[config.mk]
export PLATFORM = sky130hd
export DESIGN_NAME = seven_seg_scan_driver_flat
export DESIGN_NICKNAME = d
export VERILOG_FILES = /design/src/rtl/seven_seg_scan_driver_if.sv /design/src/rtl/seven_seg_scan_driver.sv /design/src/flat_wrapper.sv
export SDC_FILE = /design/constraint.sdc
export NUM_CORES = 1
export LEC_CHECK = 0
export ABC_CLOCK_PERIOD_IN_PS = 2770
export CAP_MARGIN = 10
export CORE_UTILIZATION = 50
export CTS_CLUSTER_SIZE = 30
export DETAILED_ROUTE_END_ITERATION = 10
export PLACE_DENSITY = 0.79
export SLEW_MARGIN = 30
export SYNTH_ARGS = -nofsm -noshare
export SYNTH_HDL_FRONTEND = slang
export SYNTH_SLANG_ARGS = --single-unit
export TNS_END_PERCENT = 100
[constraint.sdc]
create_clock -name clk -period 2.77 [get_ports clk]
set_input_delay 0.4155 -clock clk [delete_from_list [all_inputs] [get_ports clk]]
set_output_delay 0.4155 -clock clk [all_outputs]
set_load 0.005 [all_outputs]
[src/rtl/seven_seg_scan_driver_if.sv]
// Front-panel bus for the seven-segment scan driver.
// Display requests flow master -> slave; scanned segment and anode drive flows back.
interface seven_seg_scan_driver_if #(
  parameter int NUM_DIGITS = 4
);
  logic                    en;
  logic [4*NUM_DIGITS-1:0] digits;
  logic [NUM_DIGITS-1:0]   dp_in;
  logic [NUM_DIGITS-1:0]   blank_mask;
  logic [NUM_DIGITS-1:0]   blink_mask;
  logic                    lz_en;
  logic [6:0]              Seg;
  logic                    Dp;
  logic [NUM_DIGITS-1:0]   An;

  modport master (
    output en, digits, dp_in, blank_mask, blink_mask, lz_en,
    input  Seg, Dp, An
  );

  modport slave (
    input  en, digits, dp_in, blank_mask, blink_mask, lz_en,
    output Seg, Dp, An
  );
endinterface

[src/rtl/seven_seg_scan_driver.sv]
// Time-multiplexed seven-segment driver: scans NUM_DIGITS nibbles onto one active-low
// segment bus with one-cold anodes, plus blanking, blinking, leading-zero suppression and DPs.
module seven_seg_scan_driver #(
  parameter int NUM_DIGITS   = 4,
  parameter int REFRESH_DIV  = 50000,
  parameter int BLINK_FRAMES = 64,
  parameter int HEX_MODE     = 0
) (
  input  logic                          clk,
  input  logic                          reset,
  seven_seg_scan_driver_if.slave        bus
);

  localparam int IDX_W   = (NUM_DIGITS > 1)   ? $clog2(NUM_DIGITS)   : 1;
  localparam int REF_W   = (REFRESH_DIV > 1)  ? $clog2(REFRESH_DIV)  : 1;
  localparam int FRAME_W = (BLINK_FRAMES > 1) ? $clog2(BLINK_FRAMES) : 1;

  logic [REF_W-1:0]      ref_cnt_r;
  logic [IDX_W-1:0]      idx_r;
  logic [FRAME_W-1:0]    frame_cnt_r;
  logic                  blink_phase_r;
  logic [6:0]            seg_r;
  logic                  dp_r;
  logic [NUM_DIGITS-1:0] an_r;

  logic                  ref_last_s;
  logic                  idx_last_s;
  logic                  frame_last_s;
  logic [3:0]            sel_nibble_s;
  logic                  sel_dp_s;
  logic                  sel_blank_s;
  logic                  sel_blink_s;
  logic                  sel_lz_s;
  logic                  all_zero_s;
  logic [NUM_DIGITS-1:0] lz_sup_s;
  logic                  dark_s;
  logic [6:0]            seg_next_s;
  logic                  dp_next_s;
  logic [NUM_DIGITS-1:0] an_next_s;

  // Codes 10..15 render as letters only when HEX_MODE is set, otherwise dark.
  function automatic logic [6:0] decode(input logic [3:0] code);
    logic [6:0] seg;
    case (code)
      4'h0:    seg = 7'b1000000;
      4'h1:    seg = 7'b1111001;
      4'h2:    seg = 7'b0100100;
      4'h3:    seg = 7'b0110000;
      4'h4:    seg = 7'b0011001;
      4'h5:    seg = 7'b0010010;
      4'h6:    seg = 7'b0000010;
      4'h7:    seg = 7'b1111000;
      4'h8:    seg = 7'b0000000;
      4'h9:    seg = 7'b0010000;
      4'hA:    seg = (HEX_MODE != 0) ? 7'b0001000 : 7'b1111111;
      4'hB:    seg = (HEX_MODE != 0) ? 7'b0000011 : 7'b1111111;
      4'hC:    seg = (HEX_MODE != 0) ? 7'b1000110 : 7'b1111111;
      4'hD:    seg = (HEX_MODE != 0) ? 7'b0100001 : 7'b1111111;
      4'hE:    seg = (HEX_MODE != 0) ? 7'b0000110 : 7'b1111111;
      4'hF:    seg = (HEX_MODE != 0) ? 7'b0001110 : 7'b1111111;
      default: seg = 7'b1111111;
    endcase
    return seg;
  endfunction

  assign ref_last_s   = (ref_cnt_r == REF_W'(REFRESH_DIV - 1));
  assign idx_last_s   = (idx_r == IDX_W'(NUM_DIGITS - 1));
  assign frame_last_s = (frame_cnt_r == FRAME_W'(BLINK_FRAMES - 1));

  // Scan timebase: refresh divider, digit index, frame counter and blink phase.
  always_ff @(posedge clk) begin
    if (reset) begin
      ref_cnt_r     <= '0;
      idx_r         <= '0;
      frame_cnt_r   <= '0;
      blink_phase_r <= 1'b1;
    end else begin
      if (ref_last_s) begin
        ref_cnt_r <= '0;
        idx_r     <= idx_last_s ? '0 : idx_r + IDX_W'(1);
        if (idx_last_s) begin
          if (frame_last_s) begin
            frame_cnt_r   <= '0;
            blink_phase_r <= ~blink_phase_r;
          end else begin
            frame_cnt_r   <= frame_cnt_r + FRAME_W'(1);
          end
        end
      end else begin
        ref_cnt_r <= ref_cnt_r + REF_W'(1);
      end
    end
  end

  // Select the current digit's controls and decide whether it is dark.
  always_comb begin
    sel_nibble_s = 4'h0;
    sel_dp_s     = 1'b0;
    sel_blank_s  = 1'b0;
    sel_blink_s  = 1'b0;
    sel_lz_s     = 1'b0;
    all_zero_s   = 1'b1;
    lz_sup_s     = '0;
    // Walk from the most significant digit down; digit 0 is never suppressed.
    for (int i = NUM_DIGITS - 1; i >= 0; i--) begin
      all_zero_s  = all_zero_s && (bus.digits[4*i +: 4] == 4'h0);
      lz_sup_s[i] = bus.lz_en && all_zero_s && (i != 0);
    end
    for (int i = 0; i < NUM_DIGITS; i++) begin
      sel_nibble_s = (idx_r == IDX_W'(i)) ? bus.digits[4*i +: 4] : sel_nibble_s;
      sel_dp_s     = (idx_r == IDX_W'(i)) ? bus.dp_in[i]         : sel_dp_s;
      sel_blank_s  = (idx_r == IDX_W'(i)) ? bus.blank_mask[i]    : sel_blank_s;
      sel_blink_s  = (idx_r == IDX_W'(i)) ? bus.blink_mask[i]    : sel_blink_s;
      sel_lz_s     = (idx_r == IDX_W'(i)) ? lz_sup_s[i]          : sel_lz_s;
    end
    dark_s = sel_blank_s || (sel_blink_s && !blink_phase_r) || sel_lz_s;
  end

  // Next output values; a dark digit keeps its anode so scan timing is unchanged.
  always_comb begin
    seg_next_s = 7'h7F;
    dp_next_s  = 1'b1;
    an_next_s  = {NUM_DIGITS{1'b1}};
    if (!bus.en) begin
      seg_next_s = 7'h7F;
      dp_next_s  = 1'b1;
      an_next_s  = {NUM_DIGITS{1'b1}};
    end else if (dark_s) begin
      seg_next_s = 7'h7F;
      dp_next_s  = 1'b1;
      an_next_s  = ~(NUM_DIGITS'(1) << idx_r);
    end else begin
      seg_next_s = decode(sel_nibble_s);
      dp_next_s  = ~sel_dp_s;
      an_next_s  = ~(NUM_DIGITS'(1) << idx_r);
    end
  end

  // Output registers.
  always_ff @(posedge clk) begin
    if (reset) begin
      seg_r <= 7'h7F;
      dp_r  <= 1'b1;
      an_r  <= {NUM_DIGITS{1'b1}};
    end else begin
      seg_r <= seg_next_s;
      dp_r  <= dp_next_s;
      an_r  <= an_next_s;
    end
  end

  assign bus.Seg = seg_r;
  assign bus.Dp  = dp_r;
  assign bus.An  = an_r;

endmodule
[src/flat_wrapper.sv]
// flat-port wrapper written by rule: the top's interface ports become plain ports
module seven_seg_scan_driver_flat 
#(
  parameter int NUM_DIGITS   = 4,
  parameter int REFRESH_DIV  = 50000,
  parameter int BLINK_FRAMES = 64,
  parameter int HEX_MODE     = 0
)
  (clk, reset, bus_en, bus_digits, bus_dp_in, bus_blank_mask, bus_blink_mask, bus_lz_en, bus_Seg, bus_Dp, bus_An);
  seven_seg_scan_driver_if #(.NUM_DIGITS(NUM_DIGITS)) bus_i ();
  input  logic clk;
  input  logic reset;
  input wire logic [$bits(bus_i.en)-1:0] bus_en;
  input wire logic [$bits(bus_i.digits)-1:0] bus_digits;
  input wire logic [$bits(bus_i.dp_in)-1:0] bus_dp_in;
  input wire logic [$bits(bus_i.blank_mask)-1:0] bus_blank_mask;
  input wire logic [$bits(bus_i.blink_mask)-1:0] bus_blink_mask;
  input wire logic [$bits(bus_i.lz_en)-1:0] bus_lz_en;
  output wire logic [$bits(bus_i.Seg)-1:0] bus_Seg;
  output wire logic [$bits(bus_i.Dp)-1:0] bus_Dp;
  output wire logic [$bits(bus_i.An)-1:0] bus_An;
  assign bus_i.en = bus_en;
  assign bus_i.digits = bus_digits;
  assign bus_i.dp_in = bus_dp_in;
  assign bus_i.blank_mask = bus_blank_mask;
  assign bus_i.blink_mask = bus_blink_mask;
  assign bus_i.lz_en = bus_lz_en;
  assign bus_Seg = bus_i.Seg;
  assign bus_Dp = bus_i.Dp;
  assign bus_An = bus_i.An;
  seven_seg_scan_driver #(.NUM_DIGITS(NUM_DIGITS), .REFRESH_DIV(REFRESH_DIV), .BLINK_FRAMES(BLINK_FRAMES), .HEX_MODE(HEX_MODE)) u_core (.clk(clk), .reset(reset), .bus(bus_i));
endmodule
==> After elaboration in Yosys (flattened, before gate mapping) <==
Memory sizes are Yosys's and may differ from the RTL's. A register that Yosys moved wholly into a read port is not among the register bits.
Index checks and enable logic that the tools add are counted.
{ "classes": {"bitwise_logic": 4, "n_shift": 1, "add_sub_neg": 3, "mux": 21, "eq_ne": 5, "reduce_logical": 18} }
{ "ops": {"columns": ["op", "n"], "rows": [
  ["adder 16 x 1 -> 16 bit (second input constant)", 1],
  ["== test 16 bit (second input constant)", 1],
  ["two-way mux 4 bit", 4],
  ["two-way mux 1 bit", 15],
  ["zero test 4 bit", 3],
  ["adder 6 x 1 -> 6 bit (second input constant)", 1],
  ["== test 6 bit (second input constant)", 1],
  ["logical AND 1 bit", 6],
  ["two-way mux 6 bit", 1],
  ["== test 2 bit (second input constant)", 2],
  ["inverter 4 bit", 1],
  ["OR reduction 2 bit", 2],
  ["left shift 1 x 2 -> 4 bit (first input constant)", 1],
  ["inverter 1 bit", 3],
  ["AND reduction 3 bit", 1],
  ["OR reduction 3 bit", 1],
  ["adder 2 x 1 -> 2 bit (second input constant)", 1],
  ["== test 2 x 1 -> 1 bit (second input constant)", 1],
  ["zero test 2 bit", 1],
  ["logical OR 1 bit", 2],
  ["two-way mux 2 bit", 1],
  ["AND reduction 2 bit", 1],
  ["zero test 1 bit", 1]
]} }
{ "totals": {"romBits": 112, "register_bits": 30, "memories": 1, "word_cells": 59, "in_bits": 32} }
{ "mem_list": {"columns": ["memory", "words", "word_bits", "read_ports", "rd_clocked_by_memory_dff", "wr", "line", "source"], "rows": [
  ["(name not given)", 16, 7, 1, 1, 0, "seven_seg_scan_driver.sv:44", "case (code)"]
]} }

==> Longest topological paths before layout <==
{ "logic_depth": {"depth_word": 9, "ltp_mapped": 11, "depth_no_buf": 10} }

==> Least setup slack after synthesis <==
OpenSTA, ideal clock, no wires.
{ "synth_timing": {"kind": "flip-flop to flip-flop", "startpoint": "register u_core.idx_r[1]", "endpoint": "register u_core.seg_r[3] (netlist: u_core.bus.Seg[3])", "setup_slack_ps": 752, "stages_incl_launch_ff": 11, "t_required_ps": 2631, "setup_time_ps": 139, "n_path_buf": 1, "arrival_time_ps": 1878, "period_less_slack_ps": 2018, "cell_sequence": "dfxtp_1 inv_1 ha_1 buf_2 nand3b_1 a31oi_2 inv_1 ha_1 nand2_1 o211ai_1 nand3_1"} }
{ "synth_between": {"elab_chain_len": 9} }
{ "synth_lines": {"columns": ["element", "line", "source"], "rows": [
  ["from (decl)", "seven_seg_scan_driver.sv:19", "logic [IDX_W-1:0] idx_r;"],
  ["from (signal assigned)", "seven_seg_scan_driver.sv:80", "idx_r <= idx_last_s ? '0 : idx_r + IDX_W'(1);"],
  ["zero test 2 bit", "seven_seg_scan_driver.sv:110, seven_seg_scan_driver.sv:112, seven_seg_scan_driver.sv:113", null],
  ["two-way mux 1 bit (4 in series)", "seven_seg_scan_driver.sv:113", "sel_blink_s = (idx_r == IDX_W'(i)) ? bus.blink_mask[i] : sel_blink_s;"],
  ["logical AND 1 bit", "seven_seg_scan_driver.sv:116", "dark_s = sel_blank_s || (sel_blink_s && !blink_phase_r) || sel_lz_s;"],
  ["logical OR 1 bit (2 in series)", "seven_seg_scan_driver.sv:116", null],
  ["OR reduction 3 bit (no line)", null, null],
  ["to (decl)", "seven_seg_scan_driver.sv:22", "logic [6:0] seg_r;"]
]} }
Several ways; a longest one is shown, not always the timed one.
A chain may end at the register's enable or synchronous reset.

==> Final worst setup path <==
{ "layout_timing": {"startpoint": "register u_core.idx_r[0]", "endpoint": "register u_core.seg_r[3] (netlist: u_core.bus.Seg[3])"} }
Same word-level chain as after synthesis.

==> impl_metrics.ini <==
[synthesis]
synth_compound_area_frac = 0.141
ys.flop_type = dfxtp_1
synthesis.area_per_instance_um2 = 8.50
ys_ff_latch = 37
synth_top_family_by_area = simple AND/OR/NAND/NOR gates
yosysTopAreaCellShare = 0.376
ys_top_cells_by_area = dfxtp_1, ha_1, nor2_1
syn_inst = 232
yosys.area_share.simple = 0.291
syn_nets = 275
async_flop_share = 0
synth_cell_types = 47
synth_edf_count = 0
ys.warnings.count = 0
synthAdderAreaFrac = 0.0698
yosys.area.top_type = dfxtp_1
syn_area_um2 = 1970
yosysSeqAreaShare = 0.376
synthMuxAreaShare = 0.0108
synth_xor_area_frac = 0.0711

[pwr]
p_per_area_nw_per_um2 = 442
p_leak_nw = 0.939
switchingPower_mw = 0.233
p_comb_frac = 0.098
pwr-share-clk = 0.422
internal_power_mw = 0.899
vdd_ir_drop_max_mv = 0.293
total_power_mw = 1.13
seqPwrFrac = 0.480
p_sw_frac = 0.206

[final_layout]
nNetsFinal = 321
mostFrequentLayoutCell = clkdlybuf4s50_1
n_antenna_cell = 0
area_growth_pct = 29.8
finalInstanceArea_um2 = 2560
fill_cells = 328
drive_gt1_frac = 0.0824
mostFrequentLayoutCells = clkdlybuf4s50_1, dfxtp_1, nor2_1

[placed_design]
place_area_um2 = 2440
pre_cts_ws_ns = 0.502
port_buffers = 43
hpwl_um = 3210
routabilityCongestion = 0.868

[global_routing]
gr-total-overflow = 0
grt_antenna_before_repair = 0
grt_first_pass_wirelength_um = 7330
grt_use_total = 0.229
grt_pass1_vias = 1632
grt_max_degree = 15

[sta]
skew_ns = 0.00169
setup_slack_ns = 0.477
rsz0062_at_grt = no
drv_slew = 0
finalSetupViolCount = 0
setup-tns-final_ns = 0
post-route-period-util = 0.828
fmax_mhz = 436
worst_pin_slew_ns = 0.482
hold_violations = 0
maxSlewHeadroom = 0.678
min_period_ns = 2.29

[worst_setup_path]
critPathLaunch = u_core.idx_r[0]
rr_startpoint = u_core.idx_r[0]
critical_path_class = flop to flop
cp-start-kind = flop
arrival_ns = 2.45
crit_fanout = 14
required_ns = 2.93
end_kind = flop

[worst_hold_path]
hold_start = u_core.ref_cnt_r[0]
worst_hold_path_type = flop to flop

[drt]
route.detailed.drc = 0
post_drt_wl_per_cell_um = 12.9
vias = 1729
via_per_inst = 5.29
firstDrtPassIters = 4
drt.antenna.violating_nets = 0
wirelength_um = 4210
drt_iter0_markers = 98

[floorplanning]
start_util = 0.531
rows = 22
die-area_um2 = 4200
fp.dieH_um = 64.8
io_pins = 44
die_w_um = 64.8
core_area_um2 = 3720

[clocking]
post_cts_buffers = 0
clock-sinks = 37
path_clk_slew_ns = 0.07
cts_root_buffer = clkbuf_8
cts_buffers = 5
htreeDepth = 2
cts_buffer_depth = 2
cts_hold_buf = 0
worstSkewPairLatency_ns = 0.29
cts_resized = 0
cts_tree = yes

[run_status]
status = completed

[flow_run]
max-cap-violations = 0
[critical path: stages, from the launching register on]
cell and delay, ns:
dfxtp_1 0.40, ha_1 0.46, nand2b_1 0.21, o22ai_1 0.09, a31oi_1 0.30, inv_1 0.14
ha_1 0.32, nand2_1 0.05, o211ai_1 0.09, nand3_1 0.09
[cells by family after synthesis]
kind of cell / after synthesis
xor gates and xnor gates: 16
muxes: 2
adders and majority gates: 11
buffers and inverters: 18
and+or+nand+nor: 110
AOI/OAI and AO/OA: 38
DFF: 37
[synthesized netlist by cell type, types with 4 or more instances]
| cell | count |
|---|---|
| nor2_1 | 29 |
| inv_1 | 12 |
| a21oi_1 | 8 |
| and3_1 | 6 |
| dfxtp_1 | 37 |
| nor3_1 | 5 |
| xor2_1 | 4 |
| nand4_1 | 5 |
| o21ai_0 | 7 |
| nand3_1 | 14 |
| nand2_1 | 25 |
| xnor2_1 | 12 |
| nor3_2 | 4 |
| nor2b_1 | 5 |
| ha_1 | 11 |
[flip-flops by register name, indices dropped and copies added (netlist names)]
name / cells
u_core.bus.An: 4
u_core.bus.Dp: 1
u_core.blink_phase_r: 1
u_core.bus.Seg: 7
u_core.ref_cnt_r: 16
u_core.idx_r: 2
u_core.frame_cnt_r: 6
[metal layers]
layer,part of all wire,vias to the layer above,global-route usage
met5,0,-,0
met2,0.44,52,0.365
met4,0.015,0,0.0944
met3,0.047,7,0.0599
met1,0.49,765,0.291
li1,-,905,-
[metrics by stage]
stage | util | cells | hold slack, ns
final | 0.689 | 327 | 0.454
after global routing | 0.689 | 327 | 0.484
after CTS | 0.689 | 327 | 0.458
after detailed placement | 0.658 | 319 | 0.447
after global placement | 0.658 | 319 | 0.427
after floorplan | - | 232 | 0.413
[power by group through the flow]
| stage | registers (mW) | clock network, mW | logic [mW] |
|---|---|---|---|
| global route | 0.544 | 0.509 | 0.122 |
| finish | 0.543 | 0.478 | 0.110 |
| CTS | 0.544 | 0.483 | 0.111 |
| global placement | 0.555 | 0 | 0.109 |
| floorplan | 0.556 | 0 | 0.0430 |
| detailed placement | 0.556 | 0 | 0.110 |
[worst paths after layout]
kind,endpoint,slack (ns),depth (start not counted)
setup / recovery,u_core.bus.Seg[3],0.48,9
hold / removal,u_core.ref_cnt_r[0],0.45,1
setup reg to reg,u_core.bus.Seg[3],0.48,9
hold reg to reg,u_core.ref_cnt_r[0],0.45,1
[cell type report]
| cell class | instances | area (um2) | area share |
|---|---|---|---|
| well taps | 48 | 60.1 | 0.0235 |
| clock buffers | 7 | 86.3 | 0.0337 |
| clock inverters | 1 | 30.0 | 0.0117 |
| repair buffers | 45 | 445 | 0.174 |
| multi-input cells | 177 | 1150 | 0.450 |
| flip-flops and latches | 37 | 741 | 0.289 |
| inverters | 12 | 45.0 | 0.0176 |
Power figures use the tool's default switching activity.
==> RTL change: new RTL, config.mk and constraints unchanged <==
`REFRESH_DIV` is set to 50000 in 2 places; all go to 100000.
--- a/src/rtl/seven_seg_scan_driver.sv
+++ b/src/rtl/seven_seg_scan_driver.sv
@@ -2,7 +2,7 @@
 // segment bus with one-cold anodes, plus blanking, blinking, leading-zero suppression and DPs.
 module seven_seg_scan_driver #(
   parameter int NUM_DIGITS   = 4,
-  parameter int REFRESH_DIV  = 50000,
+  parameter int REFRESH_DIV  = 100000,
   parameter int BLINK_FRAMES = 64,
   parameter int HEX_MODE     = 0
 ) (
--- a/src/flat_wrapper.sv
+++ b/src/flat_wrapper.sv
@@ -2,7 +2,7 @@
 module seven_seg_scan_driver_flat 
 #(
   parameter int NUM_DIGITS   = 4,
-  parameter int REFRESH_DIV  = 50000,
+  parameter int REFRESH_DIV  = 100000,
   parameter int BLINK_FRAMES = 64,
   parameter int HEX_MODE     = 0
 )
Formal check against the unedited RTL: same outputs for any inputs over 10 cycles, from zero or initial values and one cycle with reset high; that may be too few to reach the edited logic, so the function may still have changed.
==> RTL change against the original RTL <==
Setup slack gained 0.056 ns; total power grew 0.92%; combinational power is essentially flat; sequential cell count grew 1; hold slack gained 0.0013 ns; utilization grew 0.32 points; wire length grew 11%; design area grew 2.0%; area after synthesis grew 2.0%.
==> RTL change: results (changes against the original RTL) <==
clock skew 0.00358 ns (+0.00189 ns); placed cell areas 0.00250 mm² (+2.2%); xor-xnor portion of the synthesized cell area 6.97% (-0.14 points); GRT met2 Usage 37.2% (+0.78 points); status finished, final reports clean; leakage power 0.964 nW (+2.7%); vias per std cell 5.56 (+5.2%); most instantiated cells after synthesis dfxtp_1, nor2_1, nand2_1; total iterations of the first detailed-routing run 6 (+2); DP HPWL 3.52 mm (+9.7%); Power Dens Cells 438 mW/mm² (-1.0%); vias 1874 (+8.4%); sequential share of cell area 29.1% (+0.21 points); routed length per instance 13.9 µm (+8.1%); Max transition margin 61.9% (-5.9 points); CLK BUF 6 (-1); met3 usage in global routing 4.34% (-1.6 points); CP peak stage delay 0.52 ns (+0.06 ns); met1 GRT Util 31.1% (+2.1 points); core footprint 0.00377 mm² (+1.5%); clock network area share 4.31% (-0.23 points); # fillers 322 (-1.8%); GRT Overall Usage 23.5% (+0.63 points); Sinks on Clock Net 38 (+2.7%); largest net degree at the start of global routing 17 (+2); Peak VDD IR 0.000307 V (+4.6%); Syn Nets 285 (+3.6%)
[RTL change: changes by cell type after synthesis, sizes merged, moves of 3 or more]
cell,unedited run,this run
and2,0,3
nand3,14,11
or4b,0,3
buf,5,1
clkbuf,1,4
o211ai,3,0
o21ai,10,15
nor4,2,5
nand2,25,22
[RTL change: path summary, 6_finish.rpt]
kind	from	to	slack, ns	cells after the start
setup reg to reg	u_core.idx_r[1]	u_core.bus.Seg[5]	0.53	8
setup / recovery	u_core.idx_r[1]	u_core.bus.Seg[5]	0.53	8
hold / removal	u_core.ref_cnt_r[0]	u_core.ref_cnt_r[0]	0.46	1
hold reg to reg	u_core.ref_cnt_r[0]	u_core.ref_cnt_r[0]	0.46	1
[RTL change: where the power goes]
| group | leakage (nW) | internal (W) | switching, W |
|---|---|---|---|
| clock network | 0.0573 | 0.000288 | 0.000187 |
| registers | 0.308 | 0.000554 | 0.00000418 |
| logic | 0.599 | 0.0000656 | 0.0000442 |
